==> config.mk <==
export PLATFORM = sky130hd
export DESIGN_NAME = acc_state_capture_flat
export DESIGN_NICKNAME = d
export VERILOG_FILES = /design/src/rtl/acc_state_pkg.sv /design/src/rtl/acc_state_capture_if.sv /design/src/rtl/result_fifo.sv /design/src/rtl/acc_state_capture.sv /design/src/flat_wrapper.sv
export SDC_FILE = /design/constraint.sdc
export NUM_CORES = 2
export LEC_CHECK = 0
export CORE_ASPECT_RATIO = 0.8
export CORE_UTILIZATION = 30
export CTS_CLUSTER_DIAMETER = 50
export DETAILED_ROUTE_END_ITERATION = 12
export PLACE_DENSITY = 0.49
export SLEW_MARGIN = 0
export SYNTH_ARGS = -nofsm -noshare
export SYNTH_HDL_FRONTEND = slang
export SYNTH_SLANG_ARGS = --single-unit
==> constraint.sdc <==
create_clock -name clk -period 10.3 [get_ports clk]
set_input_delay 2.575 -clock clk [delete_from_list [all_inputs] [get_ports clk]]
set_output_delay 2.575 -clock clk [all_outputs]
set_load 0.02 [all_outputs]
==> src/rtl/acc_state_pkg.sv <==
// Shared types and helpers for the readout state-capture block.
// Result layout, fixed-point scale and projection width.
package acc_state_pkg;

    localparam int ACC_W  = 32;
    localparam int TAG_W  = 8;
    localparam int Q_FRAC = 15;

    typedef struct packed {
        logic [TAG_W-1:0]        tag;
        logic                    state;
        logic signed [ACC_W-1:0] accx;
        logic signed [ACC_W-1:0] accy;
    } result_t;

    // Width of (accx*cos + accy*sin) >>> Q_FRAC with no saturation.
    function automatic int proj_width(input int acc_w);
        return acc_w + 2;
    endfunction

endpackage

==> src/rtl/acc_state_capture_if.sv <==
// Result read port: FWFT valid/ready handshake.
// master = producer (FIFO side), slave = consumer.
interface acc_state_capture_if #(
    parameter int W = $bits(acc_state_pkg::result_t)
);
    logic         rd_valid;
    logic         rd_ready;
    logic [W-1:0] rd_data;

    modport master (output rd_valid, output rd_data, input rd_ready);
    modport slave  (input rd_valid, input rd_data, output rd_ready);
endinterface

==> src/rtl/result_fifo.sv <==
// Synchronous first-word-fall-through FIFO.
// A push into a full FIFO is accepted when a pop happens in the same cycle.
module result_fifo #(
    parameter int W     = 73,
    parameter int DEPTH = 16
) (
    input  logic                     clk,
    input  logic                     reset,
    input  logic                     push,
    input  logic [W-1:0]             din,
    input  logic                     pop_req,
    output logic                     accept,
    output logic                     valid,
    output logic [W-1:0]             dout,
    output logic [$clog2(DEPTH):0]   count
);
    localparam int AW = $clog2(DEPTH);
    localparam int CW = AW + 1;

    logic [W-1:0]  mem [DEPTH];
    logic [AW-1:0] wr_ptr;
    logic [AW-1:0] rd_ptr;
    logic          full;
    logic          pop;

    assign full   = (count == CW'(DEPTH));
    assign valid  = (count != '0);
    assign pop    = valid & pop_req;
    assign accept = push & (~full | pop);
    assign dout   = valid ? mem[rd_ptr] : '0;

    // Pointer and occupancy bookkeeping; pointers wrap naturally.
    always_ff @(posedge clk) begin
        if (reset) begin
            wr_ptr <= '0;
            rd_ptr <= '0;
            count  <= '0;
        end else begin
            if (accept) wr_ptr <= wr_ptr + AW'(1);
            if (pop)    rd_ptr <= rd_ptr + AW'(1);
            unique case ({accept, pop})
                2'b10:   count <= count + CW'(1);
                2'b01:   count <= count - CW'(1);
                default: count <= count;
            endcase
        end
    end

    // Storage write; contents need no reset since valid gates dout.
    always_ff @(posedge clk) begin
        if (!reset && accept) mem[wr_ptr] <= din;
    end

endmodule

==> src/rtl/acc_state_capture.sv <==
// Captures final accx/accy on the falling edge of acc_valid, projects onto
// the rotation axis, thresholds to a qubit state and queues the result.
module acc_state_capture
    import acc_state_pkg::*;
#(
    parameter int ACCWIDTH   = 32,
    parameter int TAGWIDTH   = 8,
    parameter int FIFO_DEPTH = 16
) (
    input  logic                        clk,
    input  logic                        reset,
    input  logic                        acc_valid,
    input  logic signed [ACCWIDTH-1:0]  accx,
    input  logic signed [ACCWIDTH-1:0]  accy,
    input  logic signed [15:0]          rotcos,
    input  logic signed [15:0]          rotsin,
    input  logic signed [ACCWIDTH-1:0]  thresh,
    input  logic                        ovf_clr,
    acc_state_capture_if.master         rd,
    output logic [$clog2(FIFO_DEPTH):0] count,
    output logic                        overflow
);
    localparam int PW = proj_width(ACCWIDTH);
    localparam int MW = ACCWIDTH + 16;
    localparam int SW = MW + 1;
    localparam int DW = TAGWIDTH + 1 + 2 * ACCWIDTH;

    logic                       acc_valid_d;
    logic                       fall;
    logic [TAGWIDTH-1:0]        tag;

    logic                       s0_v, s1_v, s2_v;
    logic [TAGWIDTH-1:0]        s0_tag, s1_tag, s2_tag;
    logic signed [ACCWIDTH-1:0] s0_x, s0_y, s1_x, s1_y, s2_x, s2_y;
    logic signed [MW-1:0]       s1_px, s1_py;
    logic                       s2_state;

    logic signed [SW-1:0]       sum;
    logic signed [PW-1:0]       proj;
    logic signed [PW-1:0]       thr_ext;
    logic                       accept;

    assign fall    = acc_valid_d & ~acc_valid;
    assign sum     = {s1_px[MW-1], s1_px} + {s1_py[MW-1], s1_py};
    assign proj    = sum[SW-1:Q_FRAC];
    assign thr_ext = {{(PW-ACCWIDTH){thresh[ACCWIDTH-1]}}, thresh};

    // Window-end detection and shot tag counter.
    always_ff @(posedge clk) begin
        if (reset) begin
            acc_valid_d <= 1'b0;
            tag         <= '0;
        end else begin
            acc_valid_d <= acc_valid;
            if (fall) tag <= tag + TAGWIDTH'(1);
        end
    end

    // S0 capture, S1 products, S2 projection and threshold.
    always_ff @(posedge clk) begin
        if (reset) begin
            s0_v <= 1'b0;
            s1_v <= 1'b0;
            s2_v <= 1'b0;
        end else begin
            s0_v <= fall;
            s1_v <= s0_v;
            s2_v <= s1_v;
        end
        if (fall) begin
            s0_tag <= tag;
            s0_x   <= accx;
            s0_y   <= accy;
        end
        s1_tag   <= s0_tag;
        s1_x     <= s0_x;
        s1_y     <= s0_y;
        s1_px    <= MW'(s0_x) * MW'(rotcos);
        s1_py    <= MW'(s0_y) * MW'(rotsin);
        s2_tag   <= s1_tag;
        s2_x     <= s1_x;
        s2_y     <= s1_y;
        s2_state <= (proj > thr_ext);
    end

    // Sticky drop flag; a new drop wins over a clear.
    always_ff @(posedge clk) begin
        if (reset)              overflow <= 1'b0;
        else if (s2_v & ~accept) overflow <= 1'b1;
        else if (ovf_clr)       overflow <= 1'b0;
    end

    result_fifo #(
        .W     (DW),
        .DEPTH (FIFO_DEPTH)
    ) u_fifo (
        .clk     (clk),
        .reset   (reset),
        .push    (s2_v),
        .din     ({s2_tag, s2_state, s2_x, s2_y}),
        .pop_req (rd.rd_ready),
        .accept  (accept),
        .valid   (rd.rd_valid),
        .dout    (rd.rd_data),
        .count   (count)
    );

endmodule
==> src/flat_wrapper.sv <==
// flat-port wrapper written by rule: the top's interface ports become plain ports
module acc_state_capture_flat import acc_state_pkg::*;
#(
    parameter int ACCWIDTH   = 32,
    parameter int TAGWIDTH   = 8,
    parameter int FIFO_DEPTH = 16
)
  (clk, reset, acc_valid, accx, accy, rotcos, rotsin, thresh, ovf_clr, count, overflow, rd_rd_valid, rd_rd_data, rd_rd_ready);
  acc_state_capture_if rd_i ();
  input  logic clk;
  input  logic reset;
  input  logic acc_valid;
  input  logic signed [ACCWIDTH-1:0] accx;
  input  logic signed [ACCWIDTH-1:0] accy;
  input  logic signed [15:0] rotcos;
  input  logic signed [15:0] rotsin;
  input  logic signed [ACCWIDTH-1:0] thresh;
  input  logic ovf_clr;
  output logic [$clog2(FIFO_DEPTH):0] count;
  output logic overflow;
  output wire logic [$bits(rd_i.rd_valid)-1:0] rd_rd_valid;
  output wire logic [$bits(rd_i.rd_data)-1:0] rd_rd_data;
  input wire logic [$bits(rd_i.rd_ready)-1:0] rd_rd_ready;
  assign rd_rd_valid = rd_i.rd_valid;
  assign rd_rd_data = rd_i.rd_data;
  assign rd_i.rd_ready = rd_rd_ready;
  acc_state_capture #(.ACCWIDTH(ACCWIDTH), .TAGWIDTH(TAGWIDTH), .FIFO_DEPTH(FIFO_DEPTH)) u_core (.clk(clk), .reset(reset), .acc_valid(acc_valid), .accx(accx), .accy(accy), .rotcos(rotcos), .rotsin(rotsin), .thresh(thresh), .ovf_clr(ovf_clr), .rd(rd_i), .count(count), .overflow(overflow));
endmodule
==> Flow_metrics.wiki <==
{| class="wikitable"
! Metric !! Value
|-
| Mapped Area || approximately 91000 um2
|-
| Commonest cells after routing, fill and taps aside || 1240 x sky130_fd_sc_hd__edfxtp_1, 1156 x sky130_fd_sc_hd__inv_1, 973 x sky130_fd_sc_hd__fa_1
|-
| Number of global-route vias before repair || roughly 56k
|-
| Crit path arrival time || roughly 9700 ps
|-
| Synthesized net count || around 8k
|-
| Max Freq || about 110 MHz
|-
| Dominant register cell in the synthesized netlist || sky130_fd_sc_hd__edfxtp_1
|-
| Category of the worst setup path launch point || primary input
|-
| Seq cells post-synth || between 1.5k and 2k
|-
| Startpoint of the lowest-slack register-to-register path || u_core.s0_y[7]
|-
| Number of failing hold endpoints at the final stage || 0
|-
| Data required time of the critical path || about 11000 ps
|-
| Instance count of the mapped netlist || around 6.6k
|-
| Worst-case clock skew || 97.1 ps
|-
| Count of synthesis-stage warnings from yosys || 0
|-
| Biggest register || u_core.u_fifo.mem
|-
| Root buffer selected by CTS || sky130_fd_sc_hd__clkbuf_16
|-
| Chip Width || a little over 600 um
|-
| Core area || ~300000 um2
|-
| H-tree level count || 4
|-
| CP startpoint || rotcos[2]
|-
| Cell type with the highest aggregate area in the netlist || sky130_fd_sc_hd__edfxtp_1
|-
| CP max FO || 17
|-
| Number of pins with negative max-slew slack in the final report || 0
|-
| Number of gates resized after CTS || 0
|-
| Num Clock Sinks || between 1.5k and 2k
|-
| Height of the die || just under 500 um
|-
| Number of buffers inserted for hold repair after clock tree synthesis || 0
|-
| Synthesized area per cell || about 14 um2
|-
| Starting utilization of the core area || between 30% and 40%
|-
| Total power of the final layout || 33.9 mW
|-
| Clock Latency Late Sink || ~810 ps
|-
| Normalized max-slew margin || approximately 24%
|-
| Number of optimization iterations in the first detailed-route pass || 5
|-
| Bufs on Longest Clock Path || 4
|-
| WL per Instance || between 20 and 25 um
|-
| Classification of the worst-slack hold path || reg -> reg
|-
| Flip-flop count of the largest register after layout || approximately 1.2k
|-
| Relative area change from synthesis to final layout || 14.4%
|-
| Worst-margin pin slew || between 1000 and 1500 ps
|-
| Fraction of registers with async set or reset after synthesis || 0%
|-
| Fin nets || roughly 8.2k
|-
| Total clock buffers created by CTS || approximately 180
|-
| Vias || ~50k
|-
| Maximum capacitance violations || 0
|-
| I/O pins || 213
|-
| Number of enable-type register cells in the synthesized netlist || 1240
|-
| Power density relative to cell area || between 300 and 400 nW/um2
|-
| Area of the die || around 300000 um2
|-
| Sequential element share of the synthesized area || between 40% and 50%
|-
| Clock tree from TritonCTS || built
|-
| Setup slack, reg-to-reg || 3200 ps
|-
| Tot GR Track Use || 15.9%
|-
| Result of the run || complete, no violations
|-
| Length in cells of the worst reg-to-reg path || 23
|-
| Unrepaired setup endpoints after global routing || no
|-
| Leftover overflow at the end of global routing || 0
|-
| Endpoint of the most critical setup path || u_core.s1_px[46]
|-
| Final setup viols || 0
|-
| Leakage Power || 40.4 nW
|-
| Clock transition at the registers of the reported paths || 50 ps
|-
| Avg Vias per Cell || around 4.6
|-
| Largest net degree at the start of global routing || roughly 140
|-
| Most common cell after layout, fill and taps aside || sky130_fd_sc_hd__edfxtp_1
|-
| Capturing point of the worst reg2reg path || u_core.s1_py[42]
|-
| Antenna Violating Nets Remaining || 0
|-
| Crit path kind || in -> reg
|-
| Quantity of I/O buffers inserted on ports || about 210
|-
| Total negative slack || 0 ps
|-
| Max VDD drop || approximately 0.00041 V
|-
| First-pass GRT wire length || between 300 and 400 mm
|-
| Largest cells by area after synthesis || sky130_fd_sc_hd__edfxtp_1 41%, sky130_fd_sc_hd__fa_1 21%, sky130_fd_sc_hd__mux4_2 9.1%
|-
| Final weighted congestion of routability-driven global placement || 0.821
|-
| Portion of synthesized cell area occupied by the leading cell type || between 40% and 50%
|-
| Row count || 180
|-
| Post-CTS setup buffers || 0
|-
| Post-layout min period || around 9000 ps
|-
| Violation count after the first detailed-route iteration || just over 3k
|-
| DRT Wirelength || ~240 mm
|-
| Share of post-route cells with drive strength above 1 || ~12%
|-
| Endpoint kind of the worst setup timing path || flop
|-
| Total half-perimeter wirelength after legalization and detailed placement || approximately 160 mm
|-
| Final critical-path share of the clock period || 88.3%
|-
| Leading registers by flop count || u_core.u_fifo.mem: 1168 flops, u_core.s1_px: 48 flops, u_core.s1_py: 48 flops
|-
| Distinct cell type count of the synthesized netlist || 78
|-
| Remaining DRCs || 0
|-
| Number of antenna violations at the first check in global routing || 14
|}
cells by family (layout without fill, tap and decap cells):
logic type	Yosys count	after routing	synth area share, %
flip-flops	1511	1511	47.0
multiplexers	370	370	9.12
AO/OA/AOI/OAI	402	402	2.97
XOR/XNOR	148	148	1.43
AND/OR/NAND/NOR	1426	1426	7.67
other	0	6	0
adder cells (fa/ha/maj)	1291	1291	25.9
buffers and inverters	1424	1799	5.93
routing by layer:
metal  GRT usage (%)  vias to the layer above  routed length, um
met3            2.16                      277              10500
li1                -                    22379                  -
met1            21.6                    27088             107000
met2            26.9                     1068             116000
met4            3.60                        0               5220
met5               0                        -                  0
final cells by class:
type / instances / area [um2]
well taps: 4004 / 5010
clock buffers: 227 / 4910
repair buffers: 325 / 3090
flip-flops and latches: 1511 / 42700
fillers: 29207 / 197000
diodes: 6 / 15.0
multi-input cells: 3637 / 42800
clock inverters: 89 / 920
inverters: 1158 / 4350
metrics by stage:
step	util, %	setup slack (ps)	cell area [um2]	hold slack [ps]	std cells
6_report	34.5	1200	104000	317	10957
3_5_place_dp	32.6	499	97900	312	10635
5_1_grt	34.5	951	104000	322	10952
3_3_place_gp	32.6	579	97900	310	10635
2_1_floorplan	-	1430	90700	310	6572
4_1_cts	34.5	1310	104000	319	10951
how the worst min path moves through the flow:
| stage | start | endpoint | slack, ps | cells after the start |
|---|---|---|---|---|
| final | u_core.s1_x[3] | u_core.s2_x[3] | 320 | 0 |
| after global routing | u_core.s1_y[24] | u_core.s2_y[24] | 320 | 0 |
| after CTS | u_core.s1_y[24] | u_core.s2_y[24] | 320 | 0 |
| after detailed placement | u_core.s1_x[14] | u_core.s2_x[14] | 310 | 0 |
| after global placement | u_core.s1_x[0] | u_core.s2_x[0] | 310 | 0 |
| after floorplan | u_core.s1_tag[0] | u_core.s2_tag[0] | 310 | 0 |
cell usage after synthesis, drive strengths merged, types with 5 or more instances:
master,instances
o221ai,5
a31o,6
a211oi,14
dfxtp,271
mux2i,5
o21bai,24
and2,486
nand2,638
a21o,85
o21a,13
o211ai,9
mux4,365
nand3,37
a21oi,132
ha,318
and3,16
fa,973
nand2b,27
nor2,135
clkbuf,221
xor2,56
nor3,22
or2,6
inv,1158
xnor2,92
a2111oi,6
o31ai,7
buf,45
o21ai,65
nand4,18
edfxtp,1240
a31oi,10
nor2b,25
power breakdown:
| group | total (mW) | switching [mW] | internal, mW |
|---|---|---|---|
| registers | 7.30 | 0.219 | 7.08 |
| logic | 20.3 | 11.6 | 8.74 |
| clock network | 6.24 | 2.54 | 3.70 |
| total | 33.9 | 14.4 | 19.5 |
critical path, stage by stage:
cell and delay [ps]:
sky130_fd_sc_hd__clkdlybuf4s50_1 1200, sky130_fd_sc_hd__buf_4 330, sky130_fd_sc_hd__nand2_1 90, sky130_fd_sc_hd__fa_1 520, sky130_fd_sc_hd__fa_1 590, sky130_fd_sc_hd__fa_1 450
sky130_fd_sc_hd__fa_1 550, sky130_fd_sc_hd__inv_1 50, sky130_fd_sc_hd__fa_1 500, sky130_fd_sc_hd__fa_1 420, sky130_fd_sc_hd__ha_1 240, sky130_fd_sc_hd__a211oi_1 290
sky130_fd_sc_hd__nand2_1 160, sky130_fd_sc_hd__a2111oi_4 380, sky130_fd_sc_hd__nor3_4 110, sky130_fd_sc_hd__a41o_1 280, sky130_fd_sc_hd__o22a_2 210, sky130_fd_sc_hd__a21oi_1 210
sky130_fd_sc_hd__a211o_1 250, sky130_fd_sc_hd__o41ai_2 100, sky130_fd_sc_hd__xor2_1 150
No activity file was read; power rests on OpenSTA's default activity.
